`src/rtl/ex_mem_stage.sv`:
```
// ex_mem_stage: EX->MEM pipeline register behind alu_32.
// Captures ALU result and the instruction context in a 2-entry skid buffer
// (main + skid), resolves branches/JAL and pulses a registered redirect to fetch.
// Optional performance counters are built when EX_PERF_CNT_EN is defined.
module ex_mem_stage #(
    parameter int unsigned WIDTH = 32
) (
    input  logic             clk,
    input  logic             rst,
    input  logic             in_valid,
    output logic             in_ready,
    input  logic [WIDTH-1:0] in_inst,
    input  logic [WIDTH-1:0] in_pc,
    input  logic [WIDTH-1:0] in_result,
    input  logic             in_cmp,
    input  logic [WIDTH-1:0] in_store_data,
    input  logic             flush_i,
    output logic             out_valid,
    input  logic             out_ready,
    output logic [WIDTH-1:0] out_inst,
    output logic [WIDTH-1:0] out_pc,
    output logic [WIDTH-1:0] out_result,
    output logic [WIDTH-1:0] out_store_data,
    output logic             redirect_valid,
    output logic [WIDTH-1:0] redirect_pc,
    output logic [WIDTH-1:0] perf_taken,
    output logic [WIDTH-1:0] perf_stall
);

    localparam logic [6:0] OPC_BRANCH = 7'b1100011;
    localparam logic [6:0] OPC_JAL    = 7'b1101111;

    logic             r_main_valid;
    logic [WIDTH-1:0] r_main_inst, r_main_pc, r_main_result, r_main_sd;
    logic             r_skid_valid;
    logic [WIDTH-1:0] r_skid_inst, r_skid_pc, r_skid_result, r_skid_sd;
    logic             r_in_ready;
    logic             r_redirect_valid;
    logic [WIDTH-1:0] r_redirect_pc;

    logic             w_accept, w_keep, w_pop;
    logic             w_is_branch, w_is_jal, w_taken;
    logic [WIDTH-1:0] w_imm_b, w_imm_j, w_target, w_result;

    // Handshake and decode of the incoming beat
    assign w_accept    = in_valid & r_in_ready;
    // Beats arriving in the redirect cycle are wrong-path; flush kills everything
    assign w_keep      = w_accept & ~r_redirect_valid & ~flush_i;
    assign w_pop       = r_main_valid & out_ready;
    assign w_is_branch = (in_inst[6:0] == OPC_BRANCH);
    assign w_is_jal    = (in_inst[6:0] == OPC_JAL);
    assign w_taken     = (w_is_branch & in_cmp) | w_is_jal;
    assign w_imm_b     = {{(WIDTH-12){in_inst[31]}}, in_inst[7], in_inst[30:25],
                          in_inst[11:8], 1'b0};
    assign w_imm_j     = {{(WIDTH-20){in_inst[31]}}, in_inst[19:12], in_inst[20],
                          in_inst[30:21], 1'b0};
    assign w_target    = in_pc + (w_is_jal ? w_imm_j : w_imm_b);
    assign w_result    = w_is_jal ? (in_pc + WIDTH'(4)) : in_result;

    // Skid buffer, ready register and redirect pulse
    always_ff @(posedge clk) begin
        if (rst) begin
            r_main_valid     <= 1'b0;
            r_main_inst      <= '0;
            r_main_pc        <= '0;
            r_main_result    <= '0;
            r_main_sd        <= '0;
            r_skid_valid     <= 1'b0;
            r_skid_inst      <= '0;
            r_skid_pc        <= '0;
            r_skid_result    <= '0;
            r_skid_sd        <= '0;
            r_in_ready       <= 1'b1;
            r_redirect_valid <= 1'b0;
            r_redirect_pc    <= '0;
        end else begin
            r_redirect_valid <= w_keep & w_taken;
            if (w_keep & w_taken) begin
                r_redirect_pc <= w_target;
            end
            if (flush_i) begin
                r_main_valid <= 1'b0;
                r_skid_valid <= 1'b0;
                r_in_ready   <= 1'b1;
            end else if (w_pop && r_skid_valid) begin
                // skid full implies in_ready=0, so no new beat competes here
                r_main_valid  <= 1'b1;
                r_main_inst   <= r_skid_inst;
                r_main_pc     <= r_skid_pc;
                r_main_result <= r_skid_result;
                r_main_sd     <= r_skid_sd;
                r_skid_valid  <= 1'b0;
                r_in_ready    <= 1'b1;
            end else if (w_keep && (!r_main_valid || w_pop)) begin
                r_main_valid  <= 1'b1;
                r_main_inst   <= in_inst;
                r_main_pc     <= in_pc;
                r_main_result <= w_result;
                r_main_sd     <= in_store_data;
            end else if (w_keep) begin
                r_skid_valid  <= 1'b1;
                r_skid_inst   <= in_inst;
                r_skid_pc     <= in_pc;
                r_skid_result <= w_result;
                r_skid_sd     <= in_store_data;
                r_in_ready    <= 1'b0;
            end else if (w_pop) begin
                r_main_valid <= 1'b0;
            end
        end
    end

    assign in_ready       = r_in_ready;
    assign out_valid      = r_main_valid;
    assign out_inst       = r_main_inst;
    assign out_pc         = r_main_pc;
    assign out_result     = r_main_result;
    assign out_store_data = r_main_sd;
    assign redirect_valid = r_redirect_valid;
    assign redirect_pc    = r_redirect_pc;

`ifdef EX_PERF_CNT_EN
    logic [WIDTH-1:0] r_perf_taken, r_perf_stall;

    // Taken-branch and MEM back-pressure counters, wrapping
    always_ff @(posedge clk) begin
        if (rst) begin
            r_perf_taken <= '0;
            r_perf_stall <= '0;
        end else begin
            if (w_keep & w_taken) begin
                r_perf_taken <= r_perf_taken + WIDTH'(1);
            end
            if (r_main_valid & ~out_ready) begin
                r_perf_stall <= r_perf_stall + WIDTH'(1);
            end
        end
    end

    assign perf_taken = r_perf_taken;
    assign perf_stall = r_perf_stall;
`else
    assign perf_taken = '0;
    assign perf_stall = '0;
`endif

endmodule

```
`config.mk`:
```
export PLATFORM = sky130hd
export DESIGN_NAME = ex_mem_stage
export DESIGN_NICKNAME = d
export VERILOG_FILES = /design/src/rtl/ex_mem_stage.sv
export SDC_FILE = /design/constraint.sdc
export NUM_CORES = 1
export LEC_CHECK = 0
export CELL_PAD_IN_SITES_DETAIL_PLACEMENT = 1
export CELL_PAD_IN_SITES_GLOBAL_PLACEMENT = 1
export CORE_MARGIN = 8
export CORE_UTILIZATION = 35
export DETAILED_ROUTE_END_ITERATION = 8
export HOLD_SLACK_MARGIN = 0.06
export PLACE_DENSITY_LB_ADDON = 0.1
export RECOVER_POWER = 25
export SLEW_MARGIN = 20
export SYNTH_ARGS = -nofsm -noshare
export SYNTH_HDL_FRONTEND = slang
export SYNTH_SLANG_ARGS = --single-unit
```
`constraint.sdc`:
```
create_clock -name clk -period 7.81 [get_ports clk]
set_clock_uncertainty 0.2 [all_clocks]
set_input_delay 1.1715 -clock clk [delete_from_list [all_inputs] [get_ports clk]]
set_output_delay 1.1715 -clock clk [all_outputs]
set_load 0.05 [all_outputs]
```
Word-level counts from Yosys, hierarchy flattened

Cells that the tools add are included.

Mux-type cells: 14
$add $sub $neg: 2
$mul: 0
Div/mod/pow operators: 0
Reduce and logical (&&, ||, !) cells: 12
Bitwise logic cells: 11
Equal/unequal tests: 3
Shift operators: 0
Magnitude comparators: 0

Operator list:

| cell                                           | number |
|---|---|
| 2-to-1 mux 32 bit                              | 9 |
| adder 32 x 3 -> 32 bit (second input constant) | 1 |
| adder 32 bit                                   | 1 |
| 2-to-1 mux 20 bit                              | 1 |
| == test 7 bit (second input constant)          | 2 |
| bitwise AND 1 bit                              | 6 |
| AND reduction 2 bit                            | 3 |
| 2-to-1 mux 1 bit                               | 4 |
| NOT 1 bit                                      | 4 |
| AND reduction 4 bit                            | 1 |
| != test 3 x 1 -> 1 bit (second input constant) | 1 |
| nonzero test 3 bit                             | 1 |
| OR reduction 3 bit                             | 1 |
| logical AND 1 bit                              | 2 |
| nonzero test 2 bit                             | 1 |
| OR reduction 2 bit                             | 1 |
| zero test 1 bit                                | 1 |
| logical OR 1 bit                               | 1 |
| bitwise OR 1 bit                               | 1 |

Bits in read-only memories: 0
Flip-flop bits (word level): 292
Latch bits: 0
Bits in writable memories: 0
Word-level logic and storage cells: 55
Memories: 0

Logic depth before layout (Yosys ltp)

Depth in word-level cells: 6
Gate-level depth with buffers: 16
Depth with buffers taken out: 14

Worst setup path before layout

OpenSTA, ideal clock, no wires.

Path kind: input to register
Start point: input port in_inst[4]
End point: register r_redirect_pc[28] (netlist: redirect_pc[28])
Stages on the path: 14
Data arrival time: 4128 ps
Setup slack: 3353 ps
Setup time: 129 ps
Buffers on the path: 2
Data required time: 7481 ps
Cell sequence: and4b_1 -> nand2_1 -> nor2_1 -> clkbuf_1 -> clkbuf_1 -> a21o_1 -> ha_1 -> a21oi_2 -> o211ai_1 -> a221oi_2 -> o21ai_1 -> or2_1 -> a2111oi_0 -> o21ai_1

Cells in the longest elaborated chain, start to end: 4
Elaborated cells on any way between the ends: 7
Those cells by class: add/sub (1); eq/ne (2); mux (1); bitwise (3)

Ends and longest elaborated chain:

| item                                                 | line | source |
|---|---|---|
| start, declared                                      | 12   | `input logic [WIDTH-1:0] in_inst,` |
| branches (longest 4 deep; another with adder 32 bit) | -    |  |
| end signal, assigned                                 | 79   | `r_redirect_pc <= w_target;` |
| end, declared                                        | 39   | `logic [WIDTH-1:0] r_redirect_pc;` |

Several ways; the timed one is not identified.
A chain may end at the register's enable or synchronous reset.

Worst setup path after layout

Start point: input port in_inst[1]
End point: register r_redirect_pc[28] (netlist: redirect_pc[28])

Same word-level chain as after synthesis.

==> metrics.cfg <==
[layout]
drive_above_1_share_pct=5.24
layout_common_cells=562 x nand2_1, 292 x dfxtp_1, 187 x a21oi_1, 182 x clkdlybuf4s50_1, 170 x nor2_1
syn_to_final_growth_pct=28.4
nets=2268
nFillCells=4972
layout_commonest_cell=nand2_1

[setup_path]
slowest_stage=nor2_4
crit_path_frequent_cell=o21ai_1
criticalPathCategory=primary input to flip-flop
startpoint_type=primary input
max_stage_delay_ns=0.81
worstPathMaxFanout=40
critical_path_buf_inv_count=1
end_kind=flip-flop
critPathRequiredTime_ns=8.01
cp_cell_sequence=clkdlybuf4s50_1, and4b_1, nand2_1, nor2_4, a21o_1, ha_1, a21oi_2, o211ai_1, a221oi_2, o21ai_1, or2_1, a2111oi_0, o21ai_1
cp_top_family=compound AO/OA/AOI/OAI gates
arrival_ns=5.21

[routing]
viasPerCell=5.28
wl_met2_um=27100
wirelength_um=55800
m1WireLength_um=24500
vias=14000
wl_met3_um=2800
drc=0
drt_iter0_drc=822
drt-pass1-iter-count=5
antenna_left=0
top_layer=met4
wl_per_cell_um=21.1

[pwr]
ir_worst_vdd_mv=0.123
powerDensity_nw_per_um2=206
fin_total_pwr_uw=3840
p_leak_uw=0.00697

[sta]
setup_viol_count_final=0
worstMarginPinSlew_ns=1.10
hold_violations=0
rsz0062_at_grt=no
max_slew_margin_pct=26.7
period_needed_ns=5.01
report.final.slew_viol_count=0
finalSetupTns_ns=0
fmax_ghz=0.200
post-route-period-util_pct=64.1

[synth]
synth_edf_count=0
synth_cell_types=78
synth_seq_area_share_pct=40.3
ys.flop_type=dfxtp_1
synth_cells=1895
syn_area_per_cell_um2=7.66
ys_async_sr_fraction_pct=0
netlist_area_um2=14500
yosysWarnings=0
synth_seq_cells=292

[clock_tree]
clk_latency_ns=0.53
cts_hold_buffers=0
h-tree-depth=2
tritoncts=yes
clock_path_buffers=3
clk_pin_slew_ns=0.06
cts_root_buf=clkbuf_16
postCtsSetupBuffers=0
clock_sinks=292
cts_buffers=35
cts-resized-gates=0

[placement]
portBuffers=296
place.gp.congestion=0.814
hpwl_um=38500

[floorplanning]
num_rows=74
die_y_um=220
coreArea_um2=40900
design.portCount=361
die_area_um2=48200
die_w_um=220
start_util_pct=35.5

[grt]
grt_pass1_wl_um=85400
grt_pass1_vias=14500
grt_start_max_net_pins=181
grtUsageTotal_pct=22.3
antenna_found_initial=1
grt_overflow=0

[min_path]
min_path_type=flip-flop to flip-flop

[job]
max-cap-violations=0

[run_status]
outcome=finished clean

final cells by class:
| cell class | instances | area (µm²) | share of cell area, % |
|---|---|---|---|
| diodes | 1 | 2.50 | 0.0134 |
| clock buffers | 55 | 1060 | 5.70 |
| clock inverters | 3 | 55.1 | 0.295 |
| inverters | 12 | 45.0 | 0.242 |
| multi-input cells | 1450 | 7880 | 42.3 |
| flip-flops and latches | 292 | 5850 | 31.4 |
| well taps | 532 | 666 | 3.57 |
| repair buffers | 307 | 3090 | 16.6 |
metal layers:
| metal | vias up | GRT usage, % |
|---|---|---|
| met2 | 269 | 38.6 |
| met3 | 77 | 4.76 |
| met4 | 0 | 6.36 |
| met5 | - | 0 |
| li1 | 6810 | - |
| met1 | 6840 | 27.7 |
sequential cells by signal, indices dropped and copies added, names as in the netlist:
name and count:
r_skid_sd 32, r_skid_result 32, out_result 32, in_ready 1, out_inst 32, r_skid_inst 32, redirect_valid 1, out_pc 32
redirect_pc 32, out_store_data 32, r_skid_pc 32, r_skid_valid 1, out_valid 1
cells by family (layout without fill, tap and decap cells):
group / Yosys count / in the layout / share of synthesized area (%)
AND/OR/NAND/NOR: 848 / 848 / 25.1
multiplexers: 7 / 7 / 0.483
AO/OA/AOI/OAI: 447 / 447 / 20.6
adder cells (fa/ha/maj): 36 / 36 / 3.16
XOR/XNOR: 48 / 48 / 2.90
other: 1 / 65 / 0.0258
buffers and inverters: 216 / 377 / 7.50
flip-flops: 292 / 292 / 40.3
where the power goes:
| group | switching [µW] | internal, µW | leakage [µW] |
|---|---|---|---|
| Combinational | 459 | 216 | 0.00405 |
| Sequential | 21.7 | 1530 | 0.00237 |
| Clock | 650 | 964 | 0.000546 |
| Total | 1130 | 2710 | 0.00697 |
per-stage QoR:
step	instance area [µm²]	setup slack [ns]	instances	hold slack, ns	utilization, %
6_report	18600	2.80	2652	0.251	45.5
5_1_grt	18600	2.55	2652	0.266	45.5
4_1_cts	18600	2.82	2651	0.254	45.5
3_5_place_dp	17500	2.27	2593	0.247	42.8
3_3_place_gp	17500	2.35	2593	0.239	42.8
2_1_floorplan	14700	3.35	1958	0.237	-
cell usage after synthesis (4+ instances only):
library cell / count / share of area, %
nand4_1: 10 / 0.43
buf_4: 64 / 3.3
a21o_1: 17 / 0.88
a211oi_1: 38 / 2.0
o21bai_1: 5 / 0.26
a31oi_1: 4 / 0.17
nand3b_1: 7 / 0.36
a21oi_2: 5 / 0.30
and2_1: 4 / 0.17
a21oi_1: 187 / 6.4
nand2_1: 562 / 15
o21ai_0: 32 / 1.1
dfxtp_1: 292 / 40
o211ai_1: 8 / 0.41
o21ai_1: 10 / 0.34
mux2i_1: 7 / 0.48
nor2b_1: 4 / 0.17
xor2_1: 21 / 1.3
inv_1: 10 / 0.26
nor2_1: 172 / 4.4
and3_1: 7 / 0.30
nand3_1: 18 / 0.62
a211o_1: 4 / 0.24
buf_2: 24 / 0.83
or3_1: 5 / 0.22
nor3_2: 12 / 0.83
a311oi_1: 107 / 6.5
clkbuf_1: 107 / 2.8
xnor2_1: 27 / 1.6
nor3_1: 11 / 0.38
nor4_2: 7 / 0.60
ha_1: 35 / 3.0
buf_1: 8 / 0.21
tightest hold or removal path, stage by stage, from the launching register on:
cell and delay, ns:
dfxtp_1 0.30, nand2_1 0.05, a21oi_1 0.05
path summary, 6_finish.rpt:
| check | end | startpoint | depth (start not counted) | slack (ns) |
|---|---|---|---|---|
| setup / recovery | redirect_pc[28] | in_inst[1] | 13 | 2.80 |
| hold / removal | redirect_pc[1] | redirect_pc[1] | 2 | 0.25 |
| setup reg to reg | r_skid_sd[8] | redirect_valid | 5 | 4.71 |
| hold reg to reg | redirect_pc[1] | redirect_pc[1] | 2 | 0.25 |
No activity file was read; power rests on OpenSTA's default activity.
